File: config.mk
export PLATFORM = sky130hd
export DESIGN_NAME = read_ecall_receiver
export DESIGN_NICKNAME = d
export VERILOG_FILES = /design/src/rtl/read_ecall_receiver_pkg.sv /design/src/rtl/read_ecall_receiver_sync_edge_detect.sv /design/src/rtl/read_ecall_receiver.sv
export SDC_FILE = /design/constraint.sdc
export NUM_CORES = 1
export LEC_CHECK = 0
export CAP_MARGIN = 25
export CORE_UTILIZATION = 30
export CTS_BUF_LIST = sky130_fd_sc_hd__clkbuf_4 sky130_fd_sc_hd__clkbuf_8 sky130_fd_sc_hd__clkbuf_16
export DETAILED_ROUTE_END_ITERATION = 16
export PLACE_DENSITY = 0.53
export SYNTH_ARGS = -nofsm -noshare
export SYNTH_HDL_FRONTEND = slang
export SYNTH_SLANG_ARGS = --single-unit
File: constraint.sdc
create_clock -name clk -period 5.2 [get_ports clk]
set_input_delay 1.3 -clock clk [delete_from_list [all_inputs] [get_ports clk]]
set_output_delay 1.3 -clock clk [all_outputs]
set_load 0.005 [all_outputs]
File: src/rtl/read_ecall_receiver_pkg.sv
// Shared widths, store type and FSM state encoding
// for the read-ecall byte receiver.
package read_ecall_receiver_pkg;

  localparam int         BIT_WIDTH  = 32;
  localparam logic [3:0] STORE_BYTE = 4'd1;

  typedef enum logic [1:0] {
    S_IDLE,
    S_WAIT_BYTE,
    S_WRITE,
    S_DONE
  } state_e;

endpackage

File: src/rtl/read_ecall_receiver_sync_edge_detect.sv
// Multi-flop synchronizer for an asynchronous level,
// with a one-cycle pulse on each synchronized rising edge.
module sync_edge_detect #(
  parameter int STAGES = 2
) (
  input  logic clk,
  input  logic rst,
  input  logic async_i,
  output logic level_o,
  output logic rise_o
);

  logic [STAGES-1:0] sync_q;
  logic              prev_q;

  always_ff @(posedge clk or negedge rst) begin
    if (!rst) begin
      sync_q <= '0;
      prev_q <= 1'b0;
    end else begin
      sync_q <= {sync_q[STAGES-2:0], async_i};
      prev_q <= sync_q[STAGES-1];
    end
  end

  assign level_o = sync_q[STAGES-1];
  assign rise_o  = level_o & ~prev_q;

endmodule

File: src/rtl/read_ecall_receiver.sv
// Services a CPU read ecall: takes host bytes over a strobe/ready
// handshake and stores them at consecutive data-memory addresses.
module read_ecall_receiver
  import read_ecall_receiver_pkg::*;
#(
  parameter int SYNC_STAGES = 2
) (
  input  logic                 clk,
  input  logic                 rst,
  input  logic                 read_ecall,
  input  logic [BIT_WIDTH-1:0] read_ecall_address,
  input  logic [BIT_WIDTH-1:0] read_ecall_len,
  output logic                 read_ecall_finished,
  output logic [BIT_WIDTH-1:0] read_ecall_count,
  input  logic [7:0]           ext_data,
  input  logic                 ext_strobe,
  input  logic                 ext_eot,
  output logic                 ext_ready,
  output logic                 overrun,
  output logic                 mem_busy,
  output logic                 mem_write_en,
  output logic [BIT_WIDTH-1:0] mem_address,
  output logic [BIT_WIDTH-1:0] mem_data,
  output logic [3:0]           mem_storetype
);

  state_e               state_q, state_d;
  logic [BIT_WIDTH-1:0] count_q, count_d;
  logic [7:0]           byte_q, byte_d;
  logic                 overrun_q, overrun_d;

  logic strobe_rise;
  logic strobe_level_unused;
  logic eot_level;
  logic eot_rise_unused;

  sync_edge_detect #(.STAGES(SYNC_STAGES)) u_strobe_sync (
    .clk     (clk),
    .rst     (rst),
    .async_i (ext_strobe),
    .level_o (strobe_level_unused),
    .rise_o  (strobe_rise)
  );

  sync_edge_detect #(.STAGES(SYNC_STAGES)) u_eot_sync (
    .clk     (clk),
    .rst     (rst),
    .async_i (ext_eot),
    .level_o (eot_level),
    .rise_o  (eot_rise_unused)
  );

  always_ff @(posedge clk or negedge rst) begin
    if (!rst) begin
      state_q   <= S_IDLE;
      count_q   <= '0;
      byte_q    <= '0;
      overrun_q <= 1'b0;
    end else begin
      state_q   <= state_d;
      count_q   <= count_d;
      byte_q    <= byte_d;
      overrun_q <= overrun_d;
    end
  end

  always_comb begin
    state_d   = state_q;
    count_d   = count_q;
    byte_d    = byte_q;
    overrun_d = overrun_q;
    // A strobe outside WAIT_BYTE is dropped and flagged
    if (strobe_rise && state_q != S_WAIT_BYTE) begin
      overrun_d = 1'b1;
    end
    unique case (state_q)
      S_IDLE: begin
        if (read_ecall) begin
          count_d   = '0;
          overrun_d = strobe_rise;
          state_d   = (read_ecall_len == '0) ? S_DONE
                                             : S_WAIT_BYTE;
        end
      end
      S_WAIT_BYTE: begin
        if (!read_ecall) begin
          state_d = S_IDLE;
        end else if (strobe_rise) begin
          byte_d  = ext_data;
          state_d = S_WRITE;
        end else if (eot_level) begin
          state_d = S_DONE;
        end
      end
      S_WRITE: begin
        count_d = count_q + 1'b1;
        if (count_d == read_ecall_len) begin
          state_d = S_DONE;
        end else if (!read_ecall) begin
          state_d = S_IDLE;
        end else begin
          state_d = S_WAIT_BYTE;
        end
      end
      S_DONE: begin
        if (!read_ecall) begin
          state_d = S_IDLE;
        end
      end
      default: state_d = S_IDLE;
    endcase
  end

  assign read_ecall_finished = (state_q == S_IDLE) ||
                               (state_q == S_DONE);
  assign ext_ready     = (state_q == S_WAIT_BYTE);
  assign mem_busy      = (state_q == S_WAIT_BYTE) ||
                         (state_q == S_WRITE);
  assign mem_write_en  = (state_q == S_WRITE);
  assign read_ecall_count = count_q;
  assign overrun       = overrun_q;
  assign mem_address   = read_ecall_address + count_q;
  assign mem_data      = {{(BIT_WIDTH-8){1'b0}}, byte_q};
  assign mem_storetype = STORE_BYTE;

endmodule

# == Yosys cells after proc, flatten, opt, wreduce, memory -nomap -nowiden ==
# Index checks and enable logic that the tools add are counted.
# W data, S select, Z words.
# op_classes
addsub,2
n_mul,0
div,0
magnitude_cmp,0
eq_ne,8
shifts,0
n_mux,14
bitwise_logic,2
reduce_logical,9
# ops
operator,n
$pmux W32 S2,1
$add A32 B1 Y32 const B,1
$add A32 B32 Y32,1
$eq A32 B32 Y1,1
$logic_not A32 Y1,1
$mux W32,1
$mux W2,7
$pmux W2 S4,1
$reduce_and A3 Y1,2
$eq A2 B2 Y1 const B,2
$mux W1,4
$ne A2 B2 Y1 const B,2
$ne A4 B2 Y1 const B,1
$eq A2 B1 Y1 const B,1
$logic_not A2 Y1,1
$logic_or A1 B1 Y1,2
$ne A2 B1 Y1 const B,1
$reduce_and A2 Y1,1
$reduce_bool A2 Y1,1
$and A1 B1 Y1,1
$logic_and A1 B1 Y1,1
$not A1 Y1,1
# word_totals
reg_bits,48
latchBits,0
mem_bits_rw,0
romBits,0
memories,0

# == Logic depth before layout (Yosys ltp) ==
# logic_depth
depth_word,6
depth_mapped,11

# == Hierarchy ==
# Synthesis repeated with hierarchy kept, for this count alone.
# hier_totals
cells_unflattened,614
area_unflattened_um2,4998.5
# modules_own_cells
module,instances,cells_per_inst,area_per_inst_um2,seq_area_each_um2
read_ecall_receiver,1,606,4820.9,1076.0
sync_edge_detect,2,4,88.8,75.1

# == Worst setup path after synthesis ==
# Ideal clock, no wire load.
# synth_timing
path_kind,input port to output port
start,in read_ecall_address[3]
end,out mem_address[31]
arrival_ns,3.261
slack_ns,0.639
stages,9
n_path_buf,0
path_cell_list,ha_1 -> nand3_1 -> o211ai_1 -> a211oi_1 -> o31ai_1 -> a21oi_1 -> o311ai_0 -> a21oi_1 -> xnor2_1
# synth_via
elab_chain_len,1
# synth_rtl
element,line_no,rtl
start: declaration,read_ecall_receiver.sv:11,"input logic [BIT_WIDTH-1:0] read_ecall_address,"
$add A32 B32 Y32,read_ecall_receiver.sv:122,assign mem_address = read_ecall_address + count_q;
end: declaration,read_ecall_receiver.sv:22,"output logic [BIT_WIDTH-1:0] mem_address,"
# Every way passes these cells.

# == Final worst setup path ==
# layout_timing
start,in read_ecall_address[17]
end,out mem_address[26]
# Same word-level chain as after synthesis.

==> results.txt <==
- Die boundary height: 136 um
- Ys Warns: 0
* Sw Pwr: 543 uW
* Clock sink total: 48
- Sequential group share of total power: 30.2%
* H-tree levels: 2
* Num CTS Buffers: 5
- Path class of the lowest-slack min-delay path: flop to flop
* Aggregate global routing overflow: 0
- Relative to the synthesized area, the layout overhead comes to 46.0%.
* Gate count of the mapped netlist: 668
- The floorplan step defined a die boundary enclosing ~18,000 sq um.
- In this run the tool buffered the top-level ports with between 150 and 200 buffer cells.
- Total Wirelength: 18,100 um
- Post-place instance area: 7360 sq um
- The worst setup path is captured at a primary output.
- Power per cell area: 195 nW/um^2
- Netlist cell types: 74
* Clock tree from TritonCTS: done
- Of all nets on the critical path, the largest fanout is 3.
- GRT Util Overall: 19.5%
- After clock tree synthesis, the clock-pin slew on the worst setup and hold paths is 0.07 ns.
- Excluding fillers, the count of instances in the completed layout stands at 1,088.
- After legalization and detailed placement, the total HPWL measured 14,100 um.
- Setup violations remaining at the end of the flow were counted as 0.
- The core region is 17,400 sq um.
- Summing the sequential cell areas from Yosys gives 22.4% of the chip area.
- Leaving out fill and tap cells, the most frequent cell in the layout is sky130_fd_sc_hd__clkdlybuf4s50_1.
* Pins Over Slew Limit: 0
* Wire length of the first global-routing pass: 28,500 um
- The synthesized design contains 0 enable-type register cells.
* Clock latency of the later-clocked register in the worst-skew pair: 0.30 ns
- Maximum vdd drop: 0.000333 V
- Total chip power: approximately 1.5 mW
- Static leakage: 3.40 nW
* Mean routed wirelength per cell: 16.7 um
- Buffer levels on the longest clock path: 2
- Final Hold Viols: 0
- Die X: 136 um
* Type of the worst setup path: input pin to primary output
* Final-stage net count: 977
- At the end of routability-driven placement, the weighted congestion stood at 0.873.
* Most instantiated flip-flop cell in the synthesis netlist: sky130_fd_sc_hd__dfrtp_1
* Clock root buffer master: sky130_fd_sc_hd__clkbuf_16
- The first TritonRoute pass finished after 5 iterations.
* Relative max-transition margin: 30.4%
- After floorplanning, the core was divided into 48 placement rows.
* Total via count after detailed routing: 5,785
- Internal power consumption: 987 uW
- The initial antenna violation count came to 0.
- The first routing iteration left 355 violations.
- The filler cells instantiated in the layout total 1,696.
* Mapped Area: ~5400 sq um
* Non-Filler Cell Area, Final: roughly 7800 sq um
* Post-detailed-route count of antenna-violating nets: 0
- Once the floorplan was initialized, standard cells occupied a little under a third of the core.
- The flow ran to the end, and the final reports show no timing, DRC or antenna violations.
* Fraction of layout cells with a size suffix above 1: 16.9%
- Entering global routing, the biggest net connects 49 pins.
- The number of antenna diodes in the final layout is 0.
* Worst hold slack: ~0.35 ns
- Across the run, the number of max-cap violations was 0.
- The worst setup path is launched from an input pin.
- Arr. time, crit path: 3.79 ns
- After layout, the worst setup slack is roughly 0.11 ns.
- For the final database, setup skew stands at just under 0.007 ns.
- STA puts the critical path data required time at 3.90 ns.
- Sw Share: 35.5%
- DRC errors left: 0
- Placed cells: approximately 1,100
- Highest achievable clock rate: 197 MHz
* Highest-count cells in the layout ignoring fill and taps: sky130_fd_sc_hd__clkdlybuf4s50_1, sky130_fd_sc_hd__buf_4, sky130_fd_sc_hd__nand2_1
- Dividing the detail-routed via count by the number of cells gives 5.32.
- DP Worst Slack: -0.717 ns
* Post-route fraction of the period consumed by the critical path: 97.8%
- The routed design could run at a clock period as short as 5.09 ns.
- In the synthesized netlist the async set-or-reset flop fraction comes to 100%.
- Ports: 182
- Logic pwr share: 48.3%
- Vias in the first global route: 5,602
* Average footprint of a synthesized cell: 8.02 sq um
* Worst-Margin Slew: 1.02 ns
- Count of state elements after synthesis: 48
- The clock network is responsible for 21.5% of the overall power.
==> final timing paths <==
path	from	end	slack (ns)	cells after the start
max	read_ecall_address[17]	mem_address[26]	0.11	10
min	u_strobe_sync.sync_q[0]$_DFF_PN0_	u_strobe_sync.sync_q[1]$_DFF_PN0_	0.35	0
max reg2reg	read_ecall_count[1]$_DFFE_PN0P_	state_q[1]$_DFFE_PN0P_	2.11	9
min reg2reg	u_strobe_sync.sync_q[0]$_DFF_PN0_	u_strobe_sync.sync_q[1]$_DFF_PN0_	0.35	0
max in group asynchronous	rst	read_ecall_count[16]$_DFFE_PN0P_	3.66	2
min in group asynchronous	rst	byte_q[3]$_DFFE_PN0P_	1.10	2
==> synth_stat cells (14+ instances only) <==
master / n / area [sq um]
sky130_fd_sc_hd__ha_1: 36 / 450
sky130_fd_sc_hd__nand4_1: 15 / 93.8
sky130_fd_sc_hd__buf_4: 32 / 240
sky130_fd_sc_hd__clkbuf_1: 17 / 63.8
sky130_fd_sc_hd__a21oi_1: 49 / 245
sky130_fd_sc_hd__xor2_1: 24 / 210
sky130_fd_sc_hd__nand3_1: 27 / 135
sky130_fd_sc_hd__nor4_1: 14 / 87.6
sky130_fd_sc_hd__o31ai_1: 17 / 128
sky130_fd_sc_hd__dfrtp_1: 48 / 1200
sky130_fd_sc_hd__nor2_1: 47 / 176
sky130_fd_sc_hd__xnor2_1: 41 / 359
sky130_fd_sc_hd__inv_1: 22 / 82.6
sky130_fd_sc_hd__nand2_1: 58 / 218
sky130_fd_sc_hd__a21o_1: 17 / 128
sky130_fd_sc_hd__o21ai_0: 49 / 245
==> metal layers <==
layer / global-route usage (%) / vias to the layer above / share of wire, %
li1: - / 2800 / -
met1: 25.5 / 2793 / 45
met2: 32.9 / 170 / 48
met3: 3.03 / 22 / 4.9
met4: 5.31 / 0 / 1.9
met5: 0 / - / 0
==> registers in the layout, indices dropped and copies added (netlist names) <==
register,count
u_strobe_sync.sync_q,2
u_eot_sync.sync_q,2
u_strobe_sync.prev_q,1
overrun,1
byte_q,8
read_ecall_count,32
state_q,2
==> critical path, stage by stage <==
cell and delay (ns):
sky130_fd_sc_hd__clkdlybuf4s50_1 0.42, sky130_fd_sc_hd__ha_1 0.33, sky130_fd_sc_hd__buf_4 0.16, sky130_fd_sc_hd__nand2_1 0.05
sky130_fd_sc_hd__o21ai_1 0.16, sky130_fd_sc_hd__or3_4 0.38, sky130_fd_sc_hd__o2111ai_4 0.26, sky130_fd_sc_hd__a21boi_2 0.09
sky130_fd_sc_hd__nor2_1 0.12, sky130_fd_sc_hd__clkdlybuf4s50_1 0.51
==> per-stage QoR <==
stage                      TNS (ns)  utilization [%]
final                             0             45.1
after global routing      -0.000837             45.1
after CTS                   -0.0942             44.1
after detailed placement      -7.52             42.4
after global placement        -6.71             42.4
after floorplan                   0                -
==> final cells by class <==
class	count	area [sq um]	share of cell area, %
Clock buffer	5	125	1.60
Clock inverter	2	12.5	0.160
Inverter	22	82.6	1.06
Multi-Input combinational cell	566	4090	52.3
Sequential cell	48	1200	15.4
Tap cell	225	282	3.60
Timing Repair Buffer	220	2030	26.0
==> kinds of logic (layout without fill, tap and decap cells) <==
kind of cell / after synthesis / in the layout / share of synthesized area, %
compound gates: 191 / 191 / 22.8
buf+inv: 80 / 249 / 8.38
mux: 13 / 13 / 2.64
flops: 48 / 48 / 22.4
simple gates: 232 / 232 / 24.2
xor+xnor: 65 / 65 / 10.6
other cells: 2 / 28 / 0.140
fa+ha+maj: 37 / 37 / 8.78
==> power groups by stage <==
stage               combinational (mW)  clock, mW  sequential [mW]
detailed placement               0.722          0            0.466
global route                     0.807      0.351            0.471
global placement                 0.714          0            0.464
CTS                              0.737      0.340            0.462
floorplan                        0.360          0            0.469
finish                           0.739      0.328            0.462
==> timing repair <==
item / in CTS / in global routing
setup buffers: 5 / 3
pin swaps: 23 / 24
hold buffers: 0 / 0
resized for setup: 57 / 32
setup endpoints to repair: 21 / 15
Note: power is estimated with default switching activity, not from simulation.
